### config.mk
export PLATFORM = sky130hd
export DESIGN_NAME = mc_ctrl
export DESIGN_NICKNAME = d
export VERILOG_FILES = /design/src/rtl/mc_pkg.sv /design/src/rtl/mc_decode.sv /design/src/rtl/mc_ctrl.sv
export SDC_FILE = /design/constraint.sdc
export NUM_CORES = 1
export LEC_CHECK = 0
export ABC_AREA = 1
export ABC_CLOCK_PERIOD_IN_PS = 2400
export BUFFER_PORTS_ARGS = -buffer_cell sky130_fd_sc_hd__buf_4
export CAP_MARGIN = 20
export CORE_MARGIN = 8
export CORE_UTILIZATION = 41
export DETAILED_ROUTE_END_ITERATION = 10
export PLACE_DENSITY = 0.93
export SLEW_MARGIN = 10
export SYNTH_ARGS = -nofsm -noshare
export SYNTH_HDL_FRONTEND = slang
export SYNTH_HIERARCHICAL = 1
export SYNTH_SLANG_ARGS = --single-unit
### constraint.sdc
create_clock -name clk -period 2.4 [get_ports clk]
set_input_delay 0.36 -clock clk [delete_from_list [all_inputs] [get_ports clk]]
set_output_delay 0.36 -clock clk [all_outputs]
set_load 0.05 [all_outputs]
### src/rtl/mc_pkg.sv
// Shared constants, state encodings and decode payload for the multi-cycle MIPS control unit.
package mc_pkg;

  localparam int unsigned INSTR_W = 32;
  localparam int unsigned OP_W    = 6;
  localparam int unsigned STATE_W = 4;
  localparam int unsigned SEL_W   = 2;

  localparam logic [OP_W-1:0] OP_R    = 6'h00;
  localparam logic [OP_W-1:0] OP_ORI  = 6'h0D;
  localparam logic [OP_W-1:0] OP_LUI  = 6'h0F;
  localparam logic [OP_W-1:0] OP_LW   = 6'h23;
  localparam logic [OP_W-1:0] OP_SW   = 6'h2B;
  localparam logic [OP_W-1:0] OP_BEQ  = 6'h04;
  localparam logic [OP_W-1:0] OP_J    = 6'h02;
  localparam logic [OP_W-1:0] OP_JAL  = 6'h03;

  localparam logic [OP_W-1:0] FN_ADDU = 6'h21;
  localparam logic [OP_W-1:0] FN_SUBU = 6'h23;
  localparam logic [OP_W-1:0] FN_JR   = 6'h08;

  typedef enum logic [STATE_W-1:0] {
    S_FETCH  = 4'd0,
    S_DCD    = 4'd1,
    S_EXE    = 4'd2,
    S_ALUWB  = 4'd3,
    S_MEMADR = 4'd4,
    S_MEMRD  = 4'd5,
    S_MEMWB  = 4'd6,
    S_MEMWR  = 4'd7,
    S_BRANCH = 4'd8,
    S_JMP    = 4'd9,
    S_ERR    = 4'd15
  } state_e;

  typedef enum logic [2:0] {
    CL_ALU,
    CL_LW,
    CL_SW,
    CL_BEQ,
    CL_JMP,
    CL_ILL
  } cls_e;

  localparam logic [SEL_W-1:0] NPC_PC4   = 2'b00;
  localparam logic [SEL_W-1:0] NPC_BEQ   = 2'b01;
  localparam logic [SEL_W-1:0] NPC_J     = 2'b10;
  localparam logic [SEL_W-1:0] NPC_JR    = 2'b11;

  localparam logic [SEL_W-1:0] REG_RT    = 2'b00;
  localparam logic [SEL_W-1:0] REG_RD    = 2'b01;
  localparam logic [SEL_W-1:0] REG_RA    = 2'b10;

  localparam logic [SEL_W-1:0] EXT_ZERO  = 2'b00;
  localparam logic [SEL_W-1:0] EXT_SIGN  = 2'b01;
  localparam logic [SEL_W-1:0] EXT_UPPER = 2'b10;

  localparam logic [SEL_W-1:0] ALU_ADD   = 2'b00;
  localparam logic [SEL_W-1:0] ALU_SUB   = 2'b01;
  localparam logic [SEL_W-1:0] ALU_OR    = 2'b10;

  localparam logic [SEL_W-1:0] WD_ALU    = 2'b00;
  localparam logic [SEL_W-1:0] WD_DM     = 2'b01;
  localparam logic [SEL_W-1:0] WD_PC4    = 2'b10;

  typedef struct packed {
    cls_e             cls;
    logic             is_jal;
    logic [SEL_W-1:0] npc_op;
    logic [SEL_W-1:0] regdst;
    logic [SEL_W-1:0] ext_op;
    logic             alusrc;
    logic [SEL_W-1:0] alu_op;
    logic [SEL_W-1:0] wdsel;
  } dec_t;

endpackage

### src/rtl/mc_decode.sv
// Pure combinational decode of the latched instruction into a class and datapath selects.
module mc_decode
  import mc_pkg::*;
(
  input  logic [INSTR_W-1:0] instr,
  output dec_t               dec
);

  logic [OP_W-1:0] opcode;
  logic [OP_W-1:0] funct;
  logic            unused_fields;

  assign opcode        = instr[31:26];
  assign funct         = instr[5:0];
  // Register/immediate fields are consumed by the datapath, not by control.
  assign unused_fields = ^instr[25:6];

  always_comb begin
    dec     = '0;
    dec.cls = CL_ILL;
    case (opcode)
      OP_R: begin
        case (funct)
          FN_ADDU: begin
            dec.cls    = CL_ALU;
            dec.regdst = REG_RD;
            dec.alu_op = ALU_ADD;
          end
          FN_SUBU: begin
            dec.cls    = CL_ALU;
            dec.regdst = REG_RD;
            dec.alu_op = ALU_SUB;
          end
          FN_JR: begin
            dec.cls    = CL_JMP;
            dec.npc_op = NPC_JR;
          end
          default: dec.cls = CL_ILL;
        endcase
      end
      OP_ORI: begin
        dec.cls    = CL_ALU;
        dec.regdst = REG_RT;
        dec.alusrc = 1'b1;
        dec.ext_op = EXT_ZERO;
        dec.alu_op = ALU_OR;
      end
      // lui relies on rs=$0 so OR-ing the upper-extended immediate yields it directly.
      OP_LUI: begin
        dec.cls    = CL_ALU;
        dec.regdst = REG_RT;
        dec.alusrc = 1'b1;
        dec.ext_op = EXT_UPPER;
        dec.alu_op = ALU_OR;
      end
      OP_LW: begin
        dec.cls    = CL_LW;
        dec.regdst = REG_RT;
        dec.alusrc = 1'b1;
        dec.ext_op = EXT_SIGN;
        dec.alu_op = ALU_ADD;
        dec.wdsel  = WD_DM;
      end
      OP_SW: begin
        dec.cls    = CL_SW;
        dec.alusrc = 1'b1;
        dec.ext_op = EXT_SIGN;
        dec.alu_op = ALU_ADD;
      end
      OP_BEQ: begin
        dec.cls    = CL_BEQ;
        dec.npc_op = NPC_BEQ;
        dec.ext_op = EXT_SIGN;
        dec.alu_op = ALU_SUB;
      end
      OP_J: begin
        dec.cls    = CL_JMP;
        dec.npc_op = NPC_J;
      end
      OP_JAL: begin
        dec.cls    = CL_JMP;
        dec.is_jal = 1'b1;
        dec.npc_op = NPC_J;
        dec.regdst = REG_RA;
        dec.wdsel  = WD_PC4;
      end
      default: dec.cls = CL_ILL;
    endcase
  end

endmodule

### src/rtl/mc_ctrl.sv
// Multi-cycle MIPS control FSM: state register, next-state logic and write-enable gating.
module mc_ctrl
  import mc_pkg::*;
#(
  parameter bit ILLEGAL_TO_FETCH = 1'b1
) (
  input  logic                 clk,
  input  logic                 rst,
  input  logic [INSTR_W-1:0]   instr,
  input  logic                 zero,
  output logic                 pcwr,
  output logic [SEL_W-1:0]     npc_op,
  output logic                 irwr,
  output logic                 gprwr,
  output logic [SEL_W-1:0]     regdst,
  output logic [SEL_W-1:0]     ext_op,
  output logic                 alusrc,
  output logic [SEL_W-1:0]     alu_op,
  output logic                 dmwr,
  output logic [SEL_W-1:0]     wdsel,
  output logic [STATE_W-1:0]   state,
  output logic                 err
);

  state_e state_q;
  state_e state_d;
  dec_t   dec;

  mc_decode u_decode (
    .instr (instr),
    .dec   (dec)
  );

  always_ff @(posedge clk or posedge rst) begin
    if (rst) state_q <= S_FETCH;
    else     state_q <= state_d;
  end

  // Next-state sequencing.
  always_comb begin
    state_d = S_FETCH;
    case (state_q)
      S_FETCH:  state_d = S_DCD;
      S_DCD: begin
        case (dec.cls)
          CL_ALU:        state_d = S_EXE;
          CL_LW, CL_SW:  state_d = S_MEMADR;
          CL_BEQ:        state_d = S_BRANCH;
          CL_JMP:        state_d = S_JMP;
          default:       state_d = ILLEGAL_TO_FETCH ? S_FETCH : S_ERR;
        endcase
      end
      S_EXE:    state_d = S_ALUWB;
      S_ALUWB:  state_d = S_FETCH;
      S_MEMADR: state_d = (dec.cls == CL_LW) ? S_MEMRD : S_MEMWR;
      S_MEMRD:  state_d = S_MEMWB;
      S_MEMWB:  state_d = S_FETCH;
      S_MEMWR:  state_d = S_FETCH;
      S_BRANCH: state_d = S_FETCH;
      S_JMP:    state_d = S_FETCH;
      S_ERR:    state_d = S_ERR;
      default:  state_d = S_FETCH;
    endcase
  end

  // Moore outputs; enables are killed while rst is high so nothing writes during reset.
  always_comb begin
    pcwr   = 1'b0;
    irwr   = 1'b0;
    gprwr  = 1'b0;
    dmwr   = 1'b0;
    err    = 1'b0;
    npc_op = dec.npc_op;
    regdst = dec.regdst;
    ext_op = dec.ext_op;
    alusrc = dec.alusrc;
    alu_op = dec.alu_op;
    wdsel  = dec.wdsel;
    case (state_q)
      S_FETCH: begin
        irwr   = 1'b1;
        pcwr   = 1'b1;
        npc_op = NPC_PC4;
      end
      S_ALUWB:  gprwr = 1'b1;
      S_MEMWB:  gprwr = 1'b1;
      S_MEMWR:  dmwr  = 1'b1;
      S_BRANCH: pcwr  = zero;
      S_JMP: begin
        pcwr  = 1'b1;
        gprwr = dec.is_jal;
      end
      S_ERR:    err   = 1'b1;
      default: ;
    endcase
    if (rst) begin
      pcwr  = 1'b0;
      irwr  = 1'b0;
      gprwr = 1'b0;
      dmwr  = 1'b0;
      err   = 1'b0;
    end
  end

  assign state = STATE_W'(state_q);

endmodule

==> impl_metrics.py <==
metrics = {
    "logic_synthesis": {
        "synthesis.nets": 163,
        "ys_async_sr_fraction_pct": 100,
        "yosysTopAreaCellShare_pct": 21.2,
        "yosysWarnings": 6,
        "synthTopCellsByCount": "nand2_1 (37), nor2_1 (25), inv_1 (20)",
        "synth_most_common_cell": "nand2_1",
        "synthCells": 128,
        "ys_top_cells_by_area": "nand2_1 (21%), dfrtp_1 (15%), nor2_1 (14%)",
        "netlist_area_um2": 654,
        "synth_ff_type": "dfrtp_1",
        "synth-edff-count": 0,
        "avgSynthCellArea_um2": 5.11,
        "ys_types": 17,
        "ys_ff_latch": 4,
        "synth_top_cell_by_area": "nand2_1",
        "ys_seq_area_share_pct": 15.3,
    },
    "pwr": {
        "leakage_uw": 0.000569,
        "p_per_area_nw_per_um2": 819,
        "ir_drop_v": 0.000357,
        "power_uw": 778,
    },
    "timing": {
        "worst_slack_ps": 582,
        "tightestPinTransition_ps": 260,
        "drv_slew": 0,
        "skew_ps": 3.02,
        "tns_ps": 0,
        "max_freq_mhz": 550,
        "grt_setup_unrepaired": "false",
        "timing.final.crit_share_pct": 75.7,
        "finalHoldViolCount": 0,
        "slew_headroom_pct": 82.7,
        "setup_viol": 0,
        "fin_crit_ps": 1820,
    },
    "die": {
        "coreArea_um2": 1510,
        "io_pins": 55,
        "initial_core_util_pct": 43.4,
        "fp.dieH_um": 56.0,
        "die_w_um": 56.0,
        "die_area_um2": 3130,
        "core.rowCount": 14,
    },
    "detailed_routing": {
        "vias": 901,
        "vias_per_cell": 5.01,
        "dr.pass1.iters": 5,
        "ant_nets": 0,
        "wl_per_cell_um": 11.3,
        "drc": 0,
        "drt_iter0_drc": 34,
        "finalWirelength_mm": 2.03,
    },
    "final_layout": {
        "utilization_pct": 63.0,
        "drive_gt1_share_pct": 32.3,
        "num_antenna_cells": 0,
        "area_delta_synth_final_pct": 45.1,
        "largest_register_ffs": 4,
        "layout.nets": 201,
    },
    "clocking": {
        "cts_buffer_depth": 2,
        "htree_levels": 1,
        "cts_sinks": 4,
        "clkTransAtPathRegs_ps": 40,
        "tritoncts": "yes",
        "post_cts_buffers": 0,
        "cts.repair.resized": 0,
        "clk_latency_ps": 230,
        "numCtsBuffers": 3,
        "hold_buffers": 0,
        "root_buffer": "clkbuf_4",
    },
    "grt": {
        "antenna_found_initial": 0,
        "grt_pass1_wl_mm": 3.30,
        "grt_pass1_vias": 861,
        "grt_max_degree": 8,
        "grt_use_total_pct": 11.8,
        "gr-total-overflow": 0,
    },
    "place": {
        "gp_congestion": 0.840,
        "portBuffers": 34,
        "dp_hpwl_mm": 1.78,
        "pre_cts_ws_ps": 587,
    },
    "status": {
        "status": "completed",
    },
    "worst_setup_path": {
        "required_ps": 2040,
        "crit_path_max_fanout": 5,
        "r2r_cells": 6,
        "endpoint_kind": "primary output",
        "start_kind": "primary input",
        "critPathArrivalTime_ps": 1460,
        "crit_type": "primary input to primary output",
    },
    "hold_path": {
        "hold_class": "primary input to asynchronous set/reset pin",
    },
    "job": {
        "cap_violations": 0,
    },
}
[worst max-delay path, stage by stage]
cell,delay (ps)
buf_4,130
nor2_2,200
nand3_2,100
or2_1,270
nand2_1,70
inv_1,40
nor2_1,90
buf_4,200
[power by group]
group | internal [µW] | switching (µW)
sequential | 94.8 | 54.4
combinational | 168 | 379
clock | 55.8 | 25.9
[per-stage QoR]
step | area (µm²) | hold slack [ps] | instances
floorplan | 659 | 143 | 128
global placement | 927 | 298 | 177
detailed placement | 927 | 307 | 177
CTS | 950 | 61.9 | 180
global route | 950 | 84.1 | 180
finish | 950 | 64.5 | 180
[final timing paths]
check                                        start                 end  slack (ps)
max in group asynchronous                      rst  state[2]$_DFF_PP0_        2150
min in group clk                          instr[4]  state[0]$_DFF_PP0_         720
worst max register to register  state[1]$_DFF_PP0_  state[1]$_DFF_PP0_        1280
worst min register to register  state[3]$_DFF_PP0_  state[0]$_DFF_PP0_         720
worst min-delay path                           rst  state[0]$_DFF_PP0_          60
worst max-delay path                     instr[31]           npc_op[1]         580
[cell type report]
type                            instances  area [µm²]
Fill cell                             164         557
Multi-Input combinational cell         98         458
Sequential cell                         4         100
Clock buffer                            3        22.5
Inverter                               25        93.8
Timing Repair Buffer                   34         255
Tap cell                               16        20.0
[layout by cell type, fill, tap and decap left out, drive strengths merged]
cell type	instances
nand2	37
buf	34
nor2	33
inv	25
nand3	17
dfrtp	4
a21oi	3
clkbuf	3
nor3	3
nand3b	1
o21ai	1
nand4	1
or2	1
nor4	1
[kinds of logic (layout without fill, tap and decap cells)]
kind of cell | count (synthesis) | after routing | share of synthesized area [%]
AND/OR/NAND/NOR | 94 | 94 | 65.6
buffers and inverters | 26 | 62 | 15.5
flip-flops | 4 | 4 | 15.3
AO/OA/AOI/OAI | 4 | 4 | 3.63
[routing by layer]
metal  part of all wire, %  wire length (µm)  vias up  track usage, %
met2                    48               969       42            22.3
met4                  0.93                19        0            3.09
li1                      -                 -      465               -
met5                     0                 0        -               0
met3                   8.7               177        3            3.88
met1                    43               867      391            12.0
Power figures use the tool's default switching activity.
